===== src/rtl/idct_mac_unit.sv =====
// idct_mac_unit: inverse-DCT multiply-accumulate unit.
// Two stages: registered product, then accumulate/round/saturate.
module idct_mac_unit #(
  parameter int N       = 8,
  parameter int COEF_W  = 12,
  parameter int CONST_W = 12,
  parameter int FRAC    = 11,
  parameter int ACC_W   = 27,
  parameter int OUT_W   = 10
) (
  input  logic               clk,
  input  logic               rst_n,
  input  logic               sync_clr,
  input  logic               in_valid,
  output logic               in_ready,
  input  logic [COEF_W-1:0]  in_coef,
  input  logic [CONST_W-1:0] in_const,
  output logic               out_valid,
  input  logic               out_ready,
  output logic [OUT_W-1:0]   out_data
);

  localparam int PROD_W = COEF_W + CONST_W;
  localparam int CNT_W  = (N > 1) ? $clog2(N) : 1;
  localparam int SAT_HI = 2 ** (OUT_W - 1) - 1;
  localparam int SAT_LO = -(2 ** (OUT_W - 1));
  localparam int HALF   = 2 ** (FRAC - 1);
  localparam logic [CNT_W-1:0] CNT_MAX = CNT_W'(N - 1);

  logic [CNT_W-1:0]         cnt_q, cnt_d;
  logic                     s1_valid_q, s1_valid_d;
  logic                     s1_first_q, s1_first_d;
  logic                     s1_last_q, s1_last_d;
  logic signed [PROD_W-1:0] prod_q, prod_d;
  logic signed [ACC_W-1:0]  acc_q, acc_d;
  logic                     out_valid_q, out_valid_d;
  logic [OUT_W-1:0]         out_data_q, out_data_d;

  logic                     stall;
  logic                     accept;
  logic signed [PROD_W-1:0] mul;
  logic signed [ACC_W-1:0]  prod_x;
  logic signed [ACC_W-1:0]  sum;
  logic signed [ACC_W:0]    rnd;
  logic signed [ACC_W:0]    shr;
  logic [OUT_W-1:0]         sat;

  // A finished sum can only block when the output register is full.
  assign stall  = s1_valid_q & s1_last_q & out_valid_q & ~out_ready;
  assign in_ready = ~stall;
  assign accept = in_valid & ~stall;

  assign mul    = $signed(in_coef) * $signed(in_const);
  assign prod_x = {{(ACC_W - PROD_W){prod_q[PROD_W-1]}}, prod_q};
  assign sum    = s1_first_q ? prod_x : acc_q + prod_x;

  // Round half toward +inf, then clamp to the output range.
  assign rnd = {sum[ACC_W-1], sum} + $signed((ACC_W + 1)'(HALF));
  assign shr = rnd >>> FRAC;

  // Saturate the rounded sum into OUT_W bits.
  always_comb begin
    sat = OUT_W'(shr);
    if (shr > $signed((ACC_W + 1)'(SAT_HI)))
      sat = OUT_W'(SAT_HI);
    else if (shr < $signed((ACC_W + 1)'(SAT_LO)))
      sat = OUT_W'(SAT_LO);
  end

  // Stage 1 next state: term counter and product register.
  always_comb begin
    cnt_d      = cnt_q;
    s1_valid_d = s1_valid_q;
    s1_first_d = s1_first_q;
    s1_last_d  = s1_last_q;
    prod_d     = prod_q;
    if (sync_clr) begin
      cnt_d      = '0;
      s1_valid_d = 1'b0;
    end else if (!stall) begin
      s1_valid_d = accept;
      if (accept) begin
        prod_d     = mul;
        s1_first_d = (cnt_q == '0);
        s1_last_d  = (cnt_q == CNT_MAX);
        cnt_d      = (cnt_q == CNT_MAX) ? '0 : cnt_q + CNT_W'(1);
      end
    end
  end

  // Stage 2 next state: accumulator and output register.
  always_comb begin
    acc_d       = acc_q;
    out_valid_d = out_valid_q;
    out_data_d  = out_data_q;
    if (sync_clr) begin
      out_valid_d = 1'b0;
    end else begin
      if (out_valid_q && out_ready)
        out_valid_d = 1'b0;
      if (s1_valid_q && !stall) begin
        acc_d = sum;
        if (s1_last_q) begin
          out_data_d  = sat;
          out_valid_d = 1'b1;
        end
      end
    end
  end

  // State registers.
  always_ff @(posedge clk or negedge rst_n) begin
    if (!rst_n) begin
      cnt_q       <= '0;
      s1_valid_q  <= 1'b0;
      s1_first_q  <= 1'b0;
      s1_last_q   <= 1'b0;
      prod_q      <= '0;
      acc_q       <= '0;
      out_valid_q <= 1'b0;
      out_data_q  <= '0;
    end else begin
      cnt_q       <= cnt_d;
      s1_valid_q  <= s1_valid_d;
      s1_first_q  <= s1_first_d;
      s1_last_q   <= s1_last_d;
      prod_q      <= prod_d;
      acc_q       <= acc_d;
      out_valid_q <= out_valid_d;
      out_data_q  <= out_data_d;
    end
  end

  assign out_valid = out_valid_q;
  assign out_data  = out_data_q;

endmodule


===== config.mk =====
export PLATFORM = sky130hd
export DESIGN_NAME = idct_mac_unit
export DESIGN_NICKNAME = d
export VERILOG_FILES = /design/src/rtl/idct_mac_unit.sv
export SDC_FILE = /design/constraint.sdc
export NUM_CORES = 1
export LEC_CHECK = 0
export ABC_AREA = 1
export CORE_MARGIN = 8
export CORE_UTILIZATION = 58
export DETAILED_ROUTE_END_ITERATION = 8
export PLACE_DENSITY = 0.79
export SYNTH_ARGS = -nofsm -noshare
export SYNTH_HDL_FRONTEND = slang
export SYNTH_SLANG_ARGS = --single-unit

===== constraint.sdc =====
create_clock -name clk -period 3.1 [get_ports clk]
set_clock_uncertainty 0.05 [all_clocks]
set_input_delay 0.31 -clock clk [delete_from_list [all_inputs] [get_ports clk]]
set_output_delay 0.31 -clock clk [all_outputs]
set_load 0.01 [all_outputs]

Word level (Yosys, flattened, before mapping) --
Cells that the tools add are included.
Operators by class: add/sub/neg operators 3, multiply operators 1, magnitude comparators 2, equal/unequal tests 2, mux-type cells 13, bitwise operators 7, reductions and logical operators 9
Operators by type and width (number):
- 27-bit by 12-bit adder with 28-bit output (second input constant) | 1
- 27-bit by 24-bit adder with 27-bit output | 1
- 27-bit 2-to-1 mux | 1
- 12-bit by 12-bit multiplier with 24-bit output | 1
- 10-bit 2-to-1 mux | 2
- 17-bit by 10-bit > comparator with 1-bit output (second input constant) | 1
- 17-bit by 10-bit < comparator with 1-bit output (second input constant) | 1
- 3-bit 2-to-1 mux | 4
- 1-bit 2-to-1 mux | 6
- 3-bit AND reduction | 2
- 1-bit bitwise AND | 4
- 2-bit AND reduction | 2
- 3-bit by 1-bit adder with 3-bit output (second input constant) | 1
- 3-bit equality test (second input constant) | 1
- 3-bit logical NOT | 1
- 1-bit NOT | 3
- 1-bit logical AND | 2
- 2-bit != test (second input constant) | 1
- 2-bit nonzero test | 1
- 1-bit logical NOT | 1
Storage, ports and cells: register bits 68, bits of input ports 29, output and inout bits 12, logic and storage cells 45

Logic depth before layout (Yosys ltp) --
Gate-level depths: netlist (run 1).
depth in word-level cells 8, depth in mapped cells 27, depth with buffers taken out 27

Least setup slack after synthesis (run 1) --
OpenSTA, ideal clock, no wires.
path type input -> register, from in in_coef[5], to reg prod_q[21], setup time 0.083 ns, arrival time 5.203 ns, required time 2.967 ns, slack -2.236 ns, stages 25, buffers on the path 1, cell sequence clkbuf_1 nand2_1 fa_1 fa_1 fa_1 inv_1 fa_1 inv_1 fa_1 inv_1 ha_1 nand2_1 nor3_1 nor2_1 o21a_1 o21ai_0 inv_1 nor3_1 nor2_1 nor2_1 nor2_1 nor2_1 nor2_1 xor2_1 o21ai_0
On the way: cells in the longest elaborated chain, start to end 1
Ends and longest elaborated chain:
- from (decl) | line 16 | input logic [COEF_W-1:0] in_coef,
- 12-bit by 12-bit multiplier with 24-bit output | line 53 | assign mul = $signed(in_coef) * $signed(in_const);
- to (signal assigned) | line 127 | prod_q <= prod_d;
- to (decl) | line 34 | logic signed [PROD_W-1:0] prod_q, prod_d;
Every way passes these cells. A chain may end at the register's enable or synchronous reset.

Final worst setup path (run 1) --
from in in_coef[1], to reg prod_q[20]
The elaborated chain is that of the path after synthesis.

==> metrics.cfg, run 1 <==
[setup_path]
cp_max_fo=4
worst-setup-path-type=in -> reg
end_kind=flop
start_kind=input port
crit_family=adder cells
cp.required_ps=3270
rr_worst_depth=22
critPathBufInv=4
critPathMaxStageDelay_ps=570
worstPathArrival_ps=5250
path_depth=23
cp_slowest_cell=fa_1
worst_path_most_repeated_cell=fa_1
crit_chain=buf_2, buf_4, nor2_1, fa_1, fa_1, fa_1, inv_2, fa_1, inv_2, fa_1, ha_4, nand2_2, nor3_4, nand2_1, o211ai_1, a31oi_2, o21ai_2, nand3_1, nand2_1, nand3_2, nand2_2, xor2_1, o21ai_1

[flow_run]
maxCapViolCount=0

[synthesis]
synth_mux_area_frac=0
synth-xor-area-share=0.0295
synth_area_um2=11000
netlist_instances=1549
synthAdderAreaFrac=0.346
synth.distinct_cells=39
yosysSeqAreaShare=0.155
yosys.area.top_type_share=0.253
synth_top_family_by_area=adder cells
syn_nets=1798
synth-simple-area-share=0.263
synth-async-reset-ratio=1.00
yosysTopAreaCell=fa_1
synth-edff-count=0
yosys_warnings=0
ys_ff_latch=68
synthTopCellsByArea=fa_1, nand2_1, dfrtp_1
syn_area_per_cell_um2=7.09
synth_compound_area_frac=0.0654
synthFlopType=dfrtp_1

[timing]
whs_ps=452
setup_viol=27
report.final.slew_viol_count=0
fin_crit_sh=1.64
rsz0062_at_grt=true
max_freq_mhz=197
setup_slack_ps=-1980
post-route-min-period_ps=5080
tightestPinTransition_ps=515
hold_viol_final=0
max_slew_margin=0.657

[final_layout]
areaGrowthSynthToFinish_pct=42.7
final_common_cell=nand2_1
finalInstanceArea_um2=15700
n_fill_cell=968
layout.nets=2108
drive_gt1_frac=0.367
utilization=0.841
antenna_cells=0
most-common-layout-cells=nand2_1, inv_1, buf_4, fa_1, nand2_2

[global_routing]
globalRouteOverflowTotal=0
grt_first_pass_wirelength_um=57300
grt_max_degree=44
gr-usage-all-layers=0.298
antenna_found_initial=0
grt_pass1_vias=12200

[routing]
drc_errors=0
drtIter0Drc=1077
vias_per_cell=5.75
drtAntennaViolNets=0
wire_per_inst_um=19.6
wl_um=41100
num_vias=12100
first_pass_iters=6

[clock_network]
clkTransAtPathRegs_ps=60
numCtsBuffers=9
clockBufferDepth=2
cts.sinks=68
htreeDepth=3
cts_tree=built
clkLatencyLatePin_ps=350
clockRootBuffer=clkbuf_16

[floorplanning]
io_pins=41
die_h_um=154
die_w_um=154
design.core.area_um2=18600
die_area_um2=23600
num_rows=50
start_util=0.589

[placement]
pre_cts_ws_ps=-2640
dp_hpwl_um=23900
portBuffers=40
dpl-instance-area_um2=13500
gp_congestion=0.928

[outcome]
violations=setup timing
status=finished with violations

[hold_path]
hold_class=reg -> reg
min_delay_path_depth=2

[cells by family after synthesis]
kind of cell,count (synthesis)
compound gates,135
xor+xnor,37
buf+inv,410
flops,68
fa+ha+maj,220
simple gates,679
[area by class of cell]
class                           count  area, µm²  share of cell area
Sequential cell                    68       1700               0.109
Multi-Input combinational cell   1072       9060               0.578
Inverter                          370       1400              0.0894
Tap cell                          234        293              0.0187
Timing Repair Buffer              338       2890               0.184
Clock inverter                      5       85.1             0.00543
Clock buffer                       10        239              0.0152
[flip-flops by register name, summed over array words and instances, names as in the netlist]
name	count
out_data	10
s1_valid_q	1
acc_q	27
s1_last_q	1
prod_q	24
cnt_q	3
out_valid	1
s1_first_q	1
[layer usage]
metal | up-vias | GRT usage | routed length [µm]
li1 | 5249 | - | -
met1 | 5716 | 0.317 | 14100
met2 | 794 | 0.555 | 20800
met3 | 303 | 0.0384 | 2970
met4 | 0 | 0.177 | 3190
met5 | - | 0 | 0
[path summary, 6_finish.rpt]
kind                             from          end  slack [ps]
max                        in_coef[1]   prod_q[20]       -1980
min                         acc_q[25]    acc_q[25]         450
max reg2reg                  acc_q[0]  out_data[4]        -350
min reg2reg                 acc_q[25]    acc_q[25]         450
max in group asynchronous       rst_n    acc_q[16]        2110
min in group asynchronous       rst_n     cnt_q[2]         470
[timing repair]
action / CTS / global route
pin swaps: 123 / 140
setup endpoints to repair: 30 / 28
hold buffers: 1 / 0
resized for setup: 311 / 170
cloned: 2 / 0
hold endpoints to repair: 29 / 0
buffers inserted: 55 / 37
[through the flow]
step           instances  setup TNS [ps]
6_report            2097          -28800
5_1_grt             2097          -32300
4_1_cts             2066          -24260
3_5_place_dp        1996          -42040
3_3_place_gp        1996          -39640
2_1_floorplan       1549          -21130
[cells in the mapped netlist, types with 3 or more instances]
cell and number:
nor3_1 7, clkbuf_1 36, ha_1 81, inv_2 3, dfrtp_1 68, inv_1 364
o31ai_1 4, nand2_1 463, nand2_2 14, or2_2 14, nand4_1 19, xor2_1 27
nor2_1 77, nand3_1 53, nor2_2 10, a21oi_1 63, nand3_2 11, xnor2_1 10
nor2_4 3, fa_1 139, o21ai_0 56, clkinv_1 3
[worst reg2reg max path, cell delays in order, from the launching register on]
cell	delay [ps]
dfrtp_1	380
ha_2	210
inv_2	40
fa_2	350
inv_2	100
nand3_2	100
nand3_4	130
nor2_4	50
o21ai_2	150
nand2_2	80
inv_2	100
ha_4	170
nand3_4	90
nor2_4	110
nand2_4	70
nor2_4	200
nand3_2	120
nand2_2	90
nand2_1	60
nor2_1	130
nand3_2	140
a21oi_4	320
a21oi_2	100
Power of run 1 is left out: the tool's default activity adds up to more than one toggle a clock period on the data nets, which glitch-free logic cannot reach.
==> run 2: changes to the inputs <==
--- a/config.mk
+++ b/config.mk
@@ -6,7 +6,6 @@
 export NUM_CORES = 1
 export LEC_CHECK = 0
 export ABC_AREA = 1
-export CORE_MARGIN = 8
 export CORE_UTILIZATION = 58
 export DETAILED_ROUTE_END_ITERATION = 8
 export PLACE_DENSITY = 0.79
==> run 2 against run 1 <==
Against the previous run:
- the flow still finishes with violations (setup timing)
- critical path depth grew 2
- die area shrank 17%
- via count fell by 1.9%
- count of clock-buffer cells in the layout up 3
- sequential share of layout area grew 0.21 points
- wire length down 4.5%
- setup slack worse by 200 ps
- final cell count shrank 1.6%
- maximum frequency down 3.7%
==> metrics.cfg, run 2 (synthesized netlist as in run 1, its figures left out) <==
[final_layout]
most-common-layout-cells=nand2_1, inv_1, buf_4, fa_1, nand2_2
regMostFlops=acc_q
drive_gt1_frac=0.348  ; -0.0195
largest_reg_flops=27  ; unchanged
n_fill_cell=934  ; -3.5%
regArea_um2=1700  ; unchanged
antenna_cells=0  ; unchanged
multi_input_area_um2=9010  ; -0.62%
layout.nets=2079  ; -1.4%
final_common_cell=nand2_1
areaGrowthSynthToFinish_pct=39.9

[clock_network]
cts_tree=built
cts.sinks=68  ; unchanged
numCtsBuffers=9  ; unchanged
clockBufferDepth=2  ; unchanged
htreeDepth=3  ; unchanged
clockRootBuffer=clkbuf_16
clkLatencyLatePin_ps=340  ; about the same
clkTransAtPathRegs_ps=60  ; about the same

[global_routing]
globalRouteOverflowTotal=0  ; unchanged
grt_pass1_vias=11500  ; -5.6%
grt_first_pass_wirelength_um=52900  ; -7.7%
grt_max_degree=44  ; unchanged
antenna_found_initial=0  ; unchanged
gr-usage-all-layers=0.339  ; +0.0409

[setup_path]
r2r-end=out_data[6]
cp.required_ps=3250  ; -20 ps
worst-setup-path-type=in -> reg
worstReg2RegStart=prod_q[0]
end_kind=flop
ff2ff_setup_slack_ps=-390  ; -40 ps
start_kind=input port
cp_max_fo=4  ; unchanged
worstPathArrival_ps=5430  ; +180 ps
rr_worst_depth=25  ; +14%

[timing]
setup_viol=27  ; unchanged
setup_slack_ps=-2180  ; -196 ps
post-route-min-period_ps=5280  ; +196 ps
rsz0062_at_grt=true
hold_viol_final=0  ; unchanged
max_freq_mhz=189  ; -3.7%
max_slew_margin=0.197  ; -0.459
tns_ps=-30090  ; -1300 ps
fin_crit_sh=1.70  ; +0.0632
report.final.slew_viol_count=0  ; unchanged
tightestPinTransition_ps=1200  ; +684 ps

[hold_path]
hold_class=in -> async

[floorplanning]
die_w_um=140  ; -9.1%
design.core.area_um2=18300  ; -2.0%
die_h_um=140  ; -9.1%
die_area_um2=19500  ; -17%
io_pins=41  ; unchanged
start_util=0.601  ; +0.0120
num_rows=49  ; -2.0%

[outcome]
violations=setup timing
status=finished with violations

[routing]
drtAntennaViolNets=0  ; unchanged
wire_per_inst_um=19.0  ; -3.0%
num_vias=11800  ; -1.9%
drc_errors=0  ; unchanged
drtIter0Drc=1067  ; -0.93%
wl_um=39300  ; -4.5%
first_pass_iters=7  ; +1
vias_per_cell=5.73  ; -0.33%

[placement]
portBuffers=40  ; unchanged
dp_hpwl_um=24300  ; +1.7%
gp_congestion=0.980  ; +5.5%

[flow_run]
maxCapViolCount=0  ; unchanged

-- run 2: cell count changes in the layout (fill, tap and decap cells not counted), moves of 5 or more --
| cell | previous run | this run |
|---|---|---|
| buf_6 | 59 | 45 |
| inv_1 | 297 | 307 |
| inv_2 | 66 | 55 |
| buf_4 | 246 | 229 |
| o21ai_1 | 9 | 14 |
-- run 2: what timing repair did --
action | in CTS | in global routing
setup endpoints to repair | 30 | 28
gates resized for setup | 254 | 200
cloned | 1 | 0
hold buffers | 1 | 0
endpoints found under the hold margin | 19 | 0
buffers inserted | 42 | 23
pin swaps | 93 | 123
-- run 2: worst max-delay path by stage --
stage | startpoint | depth (start not counted) | endpoint
final | in_const[6] | 25 | prod_q[20]
after global routing | in_const[6] | 25 | prod_q[20]
after CTS | in_const[3] | 27 | prod_q[21]
after detailed placement | in_coef[5] | 26 | prod_q[21]
after global placement | in_coef[5] | 25 | prod_q[21]
after floorplan | in_coef[5] | 25 | prod_q[21]
-- run 2: per-layer routing --
layer | vias up | wire length [µm] | global-route usage
met1 | 5643 | 14000 | 0.399
met5 | - | 0 | 0
met3 | 267 | 2840 | 0.0279
li1 | 5180 | - | -
met4 | 0 | 2820 | 0.143
met2 | 743 | 19600 | 0.634
-- run 2: cell type report --
type,instances,share of cell area
clock buffers,13,0.0176
clock inverters,3,0.00440
inverters,370,0.0914
multi-input cells,1072,0.586
flip-flops and latches,68,0.111
well taps,229,0.0186
repair buffers,309,0.171
-- run 2: through the flow --
stage | utilization | instance area (µm²) | worst slack (ps) | hold WS, ps | std cells
floorplan | - | 11600 | -1770 | -35.6 | 1549
global placement | 0.735 | 13400 | -2450 | 240 | 1986
detailed placement | 0.735 | 13400 | -2540 | 239 | 1986
CTS | 0.794 | 14500 | -1810 | 440 | 2044
global route | 0.841 | 15400 | -2270 | 468 | 2064
finish | 0.841 | 15400 | -2180 | 423 | 2064
-- run 2: worst max-delay path, cell delays in order --
cell	delay (ps)
buf_8	100
buf_6	120
buf_6	110
nand2_2	50
inv_2	40
fa_1	600
fa_1	490
fa_1	540
fa_1	520
inv_2	40
fa_1	500
inv_2	60
ha_4	280
nand2_4	60
nor3_4	170
nand2_2	90
o211ai_1	180
a31oi_1	140
o21ai_1	260
nand3_1	110
nand2_1	140
nand3_1	110
nand2_1	100
xor2_1	190
o21ai_1	110
Power of run 2 is left out for the same reason.
